`config.mk`:
```
export PLATFORM = sky130hd
export DESIGN_NAME = alu_arbiter
export DESIGN_NICKNAME = d
export VERILOG_FILES = /design/src/rtl/alu_arbiter_pkg.sv /design/src/rtl/alu_arbiter_alu.sv /design/src/rtl/alu_arbiter.sv
export SDC_FILE = /design/constraint.sdc
export NUM_CORES = 1
export LEC_CHECK = 0
export BUFFER_PORTS_ARGS = -buffer_cell sky130_fd_sc_hd__buf_2
export CORE_MARGIN = 1.5
export CORE_UTILIZATION = 56
export DETAILED_ROUTE_END_ITERATION = 8
export PLACE_DENSITY = 0.83
export SLEW_MARGIN = 0
export SYNTH_ARGS = -nofsm -noshare
export SYNTH_HDL_FRONTEND = slang
export SYNTH_SLANG_ARGS = --single-unit
```
`constraint.sdc`:
```
create_clock -name clk -period 2.79 [get_ports clk]
set_input_delay 0.279 -clock clk [delete_from_list [all_inputs] [get_ports clk]]
set_output_delay 0.279 -clock clk [all_outputs]
set_load 0.01 [all_outputs]
```
`src/rtl/alu_arbiter_pkg.sv`:
```
// Shared constants for the ALU and its arbiter: word/op widths, opcode
// encodings, the undefined-op boundary, FSM state type and opcode helpers.
`ifndef ALU_CONST_DEFINED
`define ALU_CONST_DEFINED
`define WIDTH_WORD   16
`define WIDTH_OP     3
`define OP_ADD       3'b000
`define OP_SUB       3'b001
`define OP_AND       3'b010
`define OP_OR        3'b011
`define OP_NOT       3'b100
`define OP_MV        3'b101
// Opcodes at or above this value have no defined operation.
`define OP_UNDEF_MIN 3'b110
`endif

package alu_arbiter_pkg;

    localparam int WORD_W = `WIDTH_WORD;
    localparam int OP_W   = `WIDTH_OP;

    localparam logic [OP_W-1:0] OP_ADD       = `OP_ADD;
    localparam logic [OP_W-1:0] OP_SUB       = `OP_SUB;
    localparam logic [OP_W-1:0] OP_AND       = `OP_AND;
    localparam logic [OP_W-1:0] OP_OR        = `OP_OR;
    localparam logic [OP_W-1:0] OP_NOT       = `OP_NOT;
    localparam logic [OP_W-1:0] OP_MV        = `OP_MV;
    localparam logic [OP_W-1:0] OP_UNDEF_MIN = `OP_UNDEF_MIN;

    typedef enum logic [1:0] {
        ST_IDLE = 2'd0,
        ST_EXEC = 2'd1,
        ST_RESP = 2'd2
    } state_t;

    // True for encodings that have no operation behind them.
    function automatic logic op_is_undef(input logic [OP_W-1:0] op);
        return (op >= OP_UNDEF_MIN);
    endfunction

    // Only the arithmetic ops produce a meaningful carry/borrow.
    function automatic logic op_has_carry(input logic [OP_W-1:0] op);
        return (op == OP_ADD) || (op == OP_SUB);
    endfunction

endpackage

```
`src/rtl/alu_arbiter_alu.sv`:
```
// Combinational ALU. The carry output is only meaningful for ADD/SUB; for
// other ops it carries whatever the adder produced and must be masked by
// the consumer. When inactive, all outputs are zero.
module alu
    import alu_arbiter_pkg::*;
#(
    parameter int W = WORD_W
) (
    input  logic            active,
    input  logic [OP_W-1:0] op,
    input  logic [W-1:0]    a,
    input  logic [W-1:0]    b,
    output logic [W-1:0]    y,
    output logic            carry
);

    logic [W:0] sum_ext;
    logic [W:0] diff_ext;

    // Result select; carry defaults to the raw adder carry for every op.
    always_comb begin
        sum_ext  = {1'b0, a} + {1'b0, b};
        diff_ext = {1'b0, a} - {1'b0, b};
        y        = '0;
        carry    = sum_ext[W];
        if (!active) begin
            carry = 1'b0;
        end else begin
            case (op)
                OP_ADD: y = sum_ext[W-1:0];
                OP_SUB: begin
                    y     = diff_ext[W-1:0];
                    carry = diff_ext[W];
                end
                OP_AND: y = a & b;
                OP_OR:  y = a | b;
                OP_NOT: y = ~a;
                OP_MV:  y = a;
                default: y = '0;
            endcase
        end
    end

endmodule

```
`src/rtl/alu_arbiter.sv`:
```
// Round-robin arbiter sharing one combinational ALU between two requesters.
// Accept in IDLE, evaluate the ALU in EXEC, hold a registered response in
// RESP until consumed. Undefined opcodes return y=0 with rsp_err set.
module alu_arbiter
    import alu_arbiter_pkg::*;
#(
    parameter int W = WORD_W
) (
    input  logic            clk,
    input  logic            rst_n,
    input  logic [1:0]      req_valid,
    output logic [1:0]      req_ready,
    input  logic [OP_W-1:0] req_op0,
    input  logic [OP_W-1:0] req_op1,
    input  logic [W-1:0]    req_a0,
    input  logic [W-1:0]    req_b0,
    input  logic [W-1:0]    req_a1,
    input  logic [W-1:0]    req_b1,
    output logic            rsp_valid,
    input  logic            rsp_ready,
    output logic            rsp_id,
    output logic [W-1:0]    rsp_y,
    output logic            rsp_carry,
    output logic            rsp_err
);

    state_t          state_reg;
    state_t          state_next;

    logic            last_reg;
    logic            id_reg;
    logic [OP_W-1:0] op_reg;
    logic [W-1:0]    a_reg;
    logic [W-1:0]    b_reg;

    logic            rsp_id_reg;
    logic [W-1:0]    rsp_y_reg;
    logic            rsp_carry_reg;
    logic            rsp_err_reg;

    logic            grant_valid;
    logic            grant_id;
    logic            accept;
    logic            alu_active;
    logic [W-1:0]    alu_y;
    logic            alu_carry;

    // Grant selection: a lone requester wins; on a tie the one not served last.
    always_comb begin
        grant_valid = 1'b0;
        grant_id    = 1'b0;
        case (req_valid)
            2'b01: begin
                grant_valid = 1'b1;
                grant_id    = 1'b0;
            end
            2'b10: begin
                grant_valid = 1'b1;
                grant_id    = 1'b1;
            end
            2'b11: begin
                grant_valid = 1'b1;
                grant_id    = ~last_reg;
            end
            default: begin
                grant_valid = 1'b0;
                grant_id    = 1'b0;
            end
        endcase
    end

    // State register.
    always_ff @(posedge clk) begin
        if (!rst_n) begin
            state_reg <= ST_IDLE;
        end else begin
            state_reg <= state_next;
        end
    end

    // Next-state, ready and ALU enable. Ready never looks at rsp_ready.
    always_comb begin
        state_next = state_reg;
        req_ready  = 2'b00;
        accept     = 1'b0;
        alu_active = 1'b0;
        case (state_reg)
            ST_IDLE: begin
                if (grant_valid) begin
                    req_ready  = grant_id ? 2'b10 : 2'b01;
                    accept     = 1'b1;
                    state_next = ST_EXEC;
                end
            end
            ST_EXEC: begin
                alu_active = ~op_is_undef(op_reg);
                state_next = ST_RESP;
            end
            ST_RESP: begin
                if (rsp_ready) begin
                    state_next = ST_IDLE;
                end
            end
            default: begin
                state_next = ST_IDLE;
            end
        endcase
    end

    // Operand latch on accept and response capture on the EXEC edge.
    always_ff @(posedge clk) begin
        if (!rst_n) begin
            last_reg      <= 1'b1;
            id_reg        <= 1'b0;
            op_reg        <= '0;
            a_reg         <= '0;
            b_reg         <= '0;
            rsp_id_reg    <= 1'b0;
            rsp_y_reg     <= '0;
            rsp_carry_reg <= 1'b0;
            rsp_err_reg   <= 1'b0;
        end else begin
            if (accept) begin
                id_reg <= grant_id;
                op_reg <= grant_id ? req_op1 : req_op0;
                a_reg  <= grant_id ? req_a1  : req_a0;
                b_reg  <= grant_id ? req_b1  : req_b0;
            end
            if (state_reg == ST_EXEC) begin
                rsp_id_reg    <= id_reg;
                rsp_y_reg     <= alu_y;
                rsp_carry_reg <= alu_carry & op_has_carry(op_reg);
                rsp_err_reg   <= op_is_undef(op_reg);
                last_reg      <= id_reg;
            end
        end
    end

    alu #(
        .W(W)
    ) u_alu (
        .active(alu_active),
        .op    (op_reg),
        .a     (a_reg),
        .b     (b_reg),
        .y     (alu_y),
        .carry (alu_carry)
    );

    assign rsp_valid = (state_reg == ST_RESP);
    assign rsp_id    = rsp_id_reg;
    assign rsp_y     = rsp_y_reg;
    assign rsp_carry = rsp_carry_reg;
    assign rsp_err   = rsp_err_reg;

endmodule

```
==> results of run 1 <==
stage by stage:
step	utilization, %	setup WS (ps)	power [W]	TNS [ps]	instance area (um2)
after detailed placement	65.92	171.4	0.002370	0	5416
after global routing	68.28	-69.92	0.003319	-69.92	5610
after global placement	65.92	237.9	0.002336	0	5416
after floorplan	-	320.1	0.001972	0	4765
after CTS	68.13	140.2	0.003108	0	5598
final	68.28	111.5	0.003144	0	5610
final timing paths:
check | to | slack, ps | cells after the start
worst max-delay path | rsp_y[14] | 110 | 9
worst min-delay path | b_reg[1] | 220 | 3
worst max register to register | rsp_y[14] | 110 | 9
worst min register to register | rsp_y[6] | 450 | 2
layout make-up:
type / instances / area (um2)
Clock buffer: 12 / 155.1
Clock inverter: 4 / 26.28
Fill cell: 695 / 2606
Inverter: 54 / 202.7
Multi-Input combinational cell: 430 / 3288
Sequential cell: 58 / 1161
Tap cell: 105 / 131.4
Timing Repair Buffer: 118 / 645.6
logic make-up after synthesis:
logic type / after synthesis / share of synthesized area [%]
fa+ha+maj: 53 / 14.23
buf+inv: 89 / 7.117
xor+xnor: 13 / 2.390
compound gates: 216 / 34.69
flops: 58 / 24.37
mux: 23 / 4.858
simple gates: 125 / 12.34
critical path: cells and delay by family, from the launching register on:
kind                       cells  cell delay, ps
DFF                            1             380
muxes                          1             350
and+or+nand+nor                2             570
buffers and inverters          1              90
AOI/OAI and AO/OA              4             680
adders and majority gates      1             510
metal layers:
metal	routed length, um	global-route usage, %
met2	6660	54.14
met1	6094	40.46
met4	334	14.18
met3	900	5.901
met5	0	0
what timing repair did:
item / in CTS / in global routing
setup endpoints to repair: 0 / 1
resized for setup: 0 / 1
endpoints found under the hold margin: 0 / 0
cell usage in the layout, fill, tap and decap left out, types with 8 or more instances in the layout:
cell type   n
buf_4      22
ha_1       51
nor2b_1     8
o21ai_1    10
nand3_1    12
xnor2_1    11
mux2i_1    22
o211a_1    25
clkbuf_8   11
a221o_1    10
a21boi_1   15
o21ai_0    23
inv_1      52
a22oi_1    19
buf_2      96
o221ai_1   11
nand2_1    56
dfxtp_1    58
nor2_1     19
a21oi_1    34
power by group through the flow:
stage / clock (W) / sequential [W] / combinational [W]
6_report: 0.000742 / 0.00102 / 0.00138
5_1_grt: 0.000782 / 0.00103 / 0.00150
4_1_cts: 0.000744 / 0.00102 / 0.00135
3_5_place_dp: 0 / 0.00104 / 0.00133
3_3_place_gp: 0 / 0.00103 / 0.00131
2_1_floorplan: 0 / 0.00102 / 0.000952
==> impl_metrics.py, run 1 <==
metrics = {
    "run_status": {
        "status": "finished clean",
    },
    "worst_setup_path": {
        "cp-end-kind": "flip-flop",
        "timing.rr.start": "a_reg[4]",
        "crit_path_start": "a_reg[4]",
        "cp.arrival_ps": 2930,
        "start_kind": "flip-flop",
        "worstSetupPathType": "flip-flop to flip-flop",
        "cp_data_required_time_ps": 3040,
        "cp_cell_sequence": "inv_1 > ha_1 > nand2b_1 > a21oi_1 > nor4_2 > o41ai_2 > a221oi_2 > mux2_1 > o211a_1",
        "crit_fanout": 8,
        "cp_slowest_cell": "ha_1",
        "cpPeakStageDelay_ps": 510,
    },
    "logic_synthesis": {
        "ys_seq_area_share_pct": 24.37,
        "synth_edf_count": 0,
        "synthArstFlopShare_pct": 0,
        "yosys_warnings": 0,
        "syn_area_per_cell_um2": 8.257,
        "synth_ff_type": "dfxtp_1",
        "synth_cells": 577,
        "ys_types": 64,
        "ys_ff_latch": 58,
        "ys_top_cells_by_area": "dfxtp_1, ha_1, o211a_1",
        "synth_nets": 705,
        "yosys-top-cells-count": "dfxtp_1, nand2_1, inv_1",
        "synth_most_common_cell": "dfxtp_1",
        "yosysTopAreaCell": "dfxtp_1",
        "synth_top_area_share_pct": 24.37,
        "syn_area_um2": 4765,
    },
    "drt": {
        "num_vias": 4896,
        "viasPerCell": 6.269,
        "wl_per_cell_um": 17.91,
        "ant_nets": 0,
        "dr.first_iter.drc_count": 291,
        "drc_errors": 0,
        "wirelength_mm": 13.99,
        "firstDrtPassIters": 5,
    },
    "power": {
        "combPwrFrac_pct": 44.0,
        "pwr_density_cell_nw_per_um2": 560.3,
        "swShare_pct": 40.75,
        "p_sw_w": 0.001281,
        "leakagePower_nw": 2.669,
        "ir_drop_mv": 0.4269,
        "pwr-share-seq_pct": 32.4,
        "p_int_w": 0.001863,
        "pwr-share-clk_pct": 23.6,
    },
    "placed_design": {
        "placedCellCount": 765,
        "io_buffers": 96,
        "gp_congestion": 0.9709,
        "hpwl_mm": 10.40,
    },
    "clock_network": {
        "htreeDepth": 3,
        "clockBufferDepth": 2,
        "cts_tree": "yes",
        "cts.sinks": 58,
        "clock-root-buffer": "clkbuf_8",
        "numCtsBuffers": 9,
        "path_clk_slew_ps": 70,
        "insertion_delay_ps": 360,
        "hold_buffers": 0,
        "post_cts_buffers": 0,
    },
    "sta": {
        "timing.fmax_ghz": 0.3733,
        "setup_violations": 0,
        "final_max_slew_viol_count": 0,
        "fin_crit_ps": 2678,
        "hold_violations": 0,
        "min_period_over_period_pct": 96.00,
        "slew_headroom_pct": 32.96,
        "skew_ps": 15.18,
        "hold_ws_ps": 216.0,
        "worstMarginPinSlew_ps": 997.9,
    },
    "final_layout": {
        "fin_nets": 799,
        "diodes": 0,
        "fin_cells": 781,
        "drive_gt1_share_pct": 22.49,
        "area_growth_syn_to_layout_pct": 17.75,
    },
    "floorplan": {
        "initial_core_util_pct": 57.99,
        "rows": 33,
        "dieWidth_um": 95.24,
        "ios": 97,
        "coreArea_um2": 8217,
        "die_y_um": 95.24,
        "die_area_um2": 9071,
    },
    "global_routing": {
        "grt_max_degree": 41,
        "grt.overflow.total": 0,
        "grt_pass1_wl_mm": 22.62,
        "grt_use_total_pct": 32.41,
        "antenna_found_initial": 0,
        "grt_pass1_vias": 4658,
    },
    "flow_run": {
        "cap_violations": 0,
    },
    "min_path": {
        "min_path_type": "primary input to flip-flop",
        "worstHoldStart": "req_b1[1]",
    },
}
Power figures use the tool's default switching activity.
==> run 2: changes to the inputs <==
Settings changed: CORE_MARGIN 1.5 to unset, RECOVER_POWER set to 25, SLEW_MARGIN 0 to 20.
==> run 2 against run 1 <==
Net effect: maximum frequency increased by 0.65%; worst hold slack improved by 4.4 ps; sequential cell count unchanged; largest power group unchanged; total power increased by 8.3%.
==> impl_metrics.py, run 2 (same netlist as run 1, synthesis figures left out) <==
metrics = {
    "worst_setup_path": {
        "worstSetupPathType": "flip-flop to flip-flop",
        "cp-end-kind": "flip-flop",
        "crit_fanout": 8,
        "timing.rr.start": "a_reg[4]",
        "start_kind": "flip-flop",
        "crit_path_start": "a_reg[4]",
        "cp.arrival_ps": 2920,
        "cp_data_required_time_ps": 3040,
    },
    "clock_network": {
        "numCtsBuffers": 9,
        "cts_tree": "yes",
        "cts_resized": 0,
        "clock-root-buffer": "clkbuf_8",
        "post_cts_buffers": 0,
        "path_clk_slew_ps": 80,
        "htreeDepth": 3,
        "insertion_delay_ps": 350,
        "clockBufferDepth": 2,
        "cts.sinks": 58,
        "hold_buffers": 0,
    },
    "global_routing": {
        "grt_max_degree": 30,
        "grt_use_total_pct": 33.41,
        "grt_pass1_wl_mm": 22.65,
        "antenna_found_initial": 0,
        "grt_pass1_vias": 4717,
        "grt.overflow.total": 0,
    },
    "run_status": {
        "status": "finished clean",
    },
    "drt": {
        "num_vias": 4811,
        "wirelength_mm": 14.18,
        "ant_nets": 0,
        "drc_errors": 0,
        "viasPerCell": 6.152,
        "firstDrtPassIters": 5,
        "dr.first_iter.drc_count": 306,
        "wl_per_cell_um": 18.13,
    },
    "min_path": {
        "worstHoldStart": "req_b1[12]",
        "min_path_type": "primary input to flip-flop",
    },
    "sta": {
        "setup_violations": 0,
        "slew_headroom_pct": 32.54,
        "skew_ps": 12.23,
        "hold_violations": 0,
        "rsz0062_at_grt": "yes",
        "tns_ps": 0,
        "fin_crit_ps": 2661,
        "worstMarginPinSlew_ps": 1004,
        "final_max_slew_viol_count": 0,
        "timing.fmax_ghz": 0.3758,
        "min_period_over_period_pct": 95.38,
    },
    "floorplan": {
        "die_area_um2": 8881,
        "ios": 97,
        "dieWidth_um": 94.24,
        "coreArea_um2": 8217,
        "die_y_um": 94.24,
        "initial_core_util_pct": 57.99,
        "rows": 33,
    },
    "placed_design": {
        "hpwl_mm": 10.63,
        "placedCellCount": 766,
        "placedInstanceArea_um2": 5424,
        "io_buffers": 96,
        "gp_congestion": 0.9642,
    },
    "final_layout": {
        "utilization_pct": 68.91,
        "diodes": 0,
        "area_growth_syn_to_layout_pct": 18.83,
        "fin_nets": 800,
        "post-route-cell-area_um2": 5662,
        "final_cell_mix": "buf_2, dfxtp_1, nand2_1",
        "final_common_cell": "buf_2",
        "drive_gt1_share_pct": 20.24,
        "fin_cells": 782,
    },
    "flow_run": {
        "cap_violations": 0,
    },
    "power": {
        "ir_drop_mv": 0.3146,
        "pwr_density_cell_nw_per_um2": 601.2,
        "leakagePower_nw": 2.635,
    },
}
==> run 2: worst paths after layout <==
path	end	slack, ps	cells past startpoint
setup / recovery	rsp_y[14]	130	9
hold / removal	b_reg[12]	220	3
setup reg to reg	rsp_y[14]	130	9
hold reg to reg	rsp_y[5]	450	2
==> run 2: power by group <==
group          switching, W  internal [W]
logic              0.000814      0.000566
registers         0.0000980      0.000921
clock network      0.000403      0.000601
==> run 2: critical path, stage by stage (launching register included) <==
cell and delay [ps]:
dfxtp_1 380, inv_1 100, ha_1 510, nand2b_1 160, a21oi_1 90, nor4_2 410
o41ai_2 130, a221oi_2 310, mux2_1 360, o211a_1 130
==> run 2: metal layers <==
layer,share of wire [%],global-route usage (%)
met3,5.5,6.149
met1,44,40.31
met5,0,0
met2,48,57.31
met4,2.4,14.62
==> run 2: cell type report <==
cell class                      instances  area (um2)
Tap cell                              105       131.4
Timing Repair Buffer                  119       629.4
Fill cell                             690        2555
Clock inverter                          7       125.1
Sequential cell                        58        1161
Clock buffer                            9       123.9
Multi-Input combinational cell        430        3288
Inverter                               54       202.7
==> run 2: metrics by stage <==
stage / hold WS, ps / setup WS, ps / total power, W
finish: 220.4 / 128.8 / 0.003404
global route: 231.8 / -6.680 / 0.003581
CTS: 214.8 / 137.6 / 0.003384
detailed placement: 443.3 / 158.9 / 0.002380
global placement: 434.7 / 224.3 / 0.002340
floorplan: 440.9 / 320.1 / 0.001972
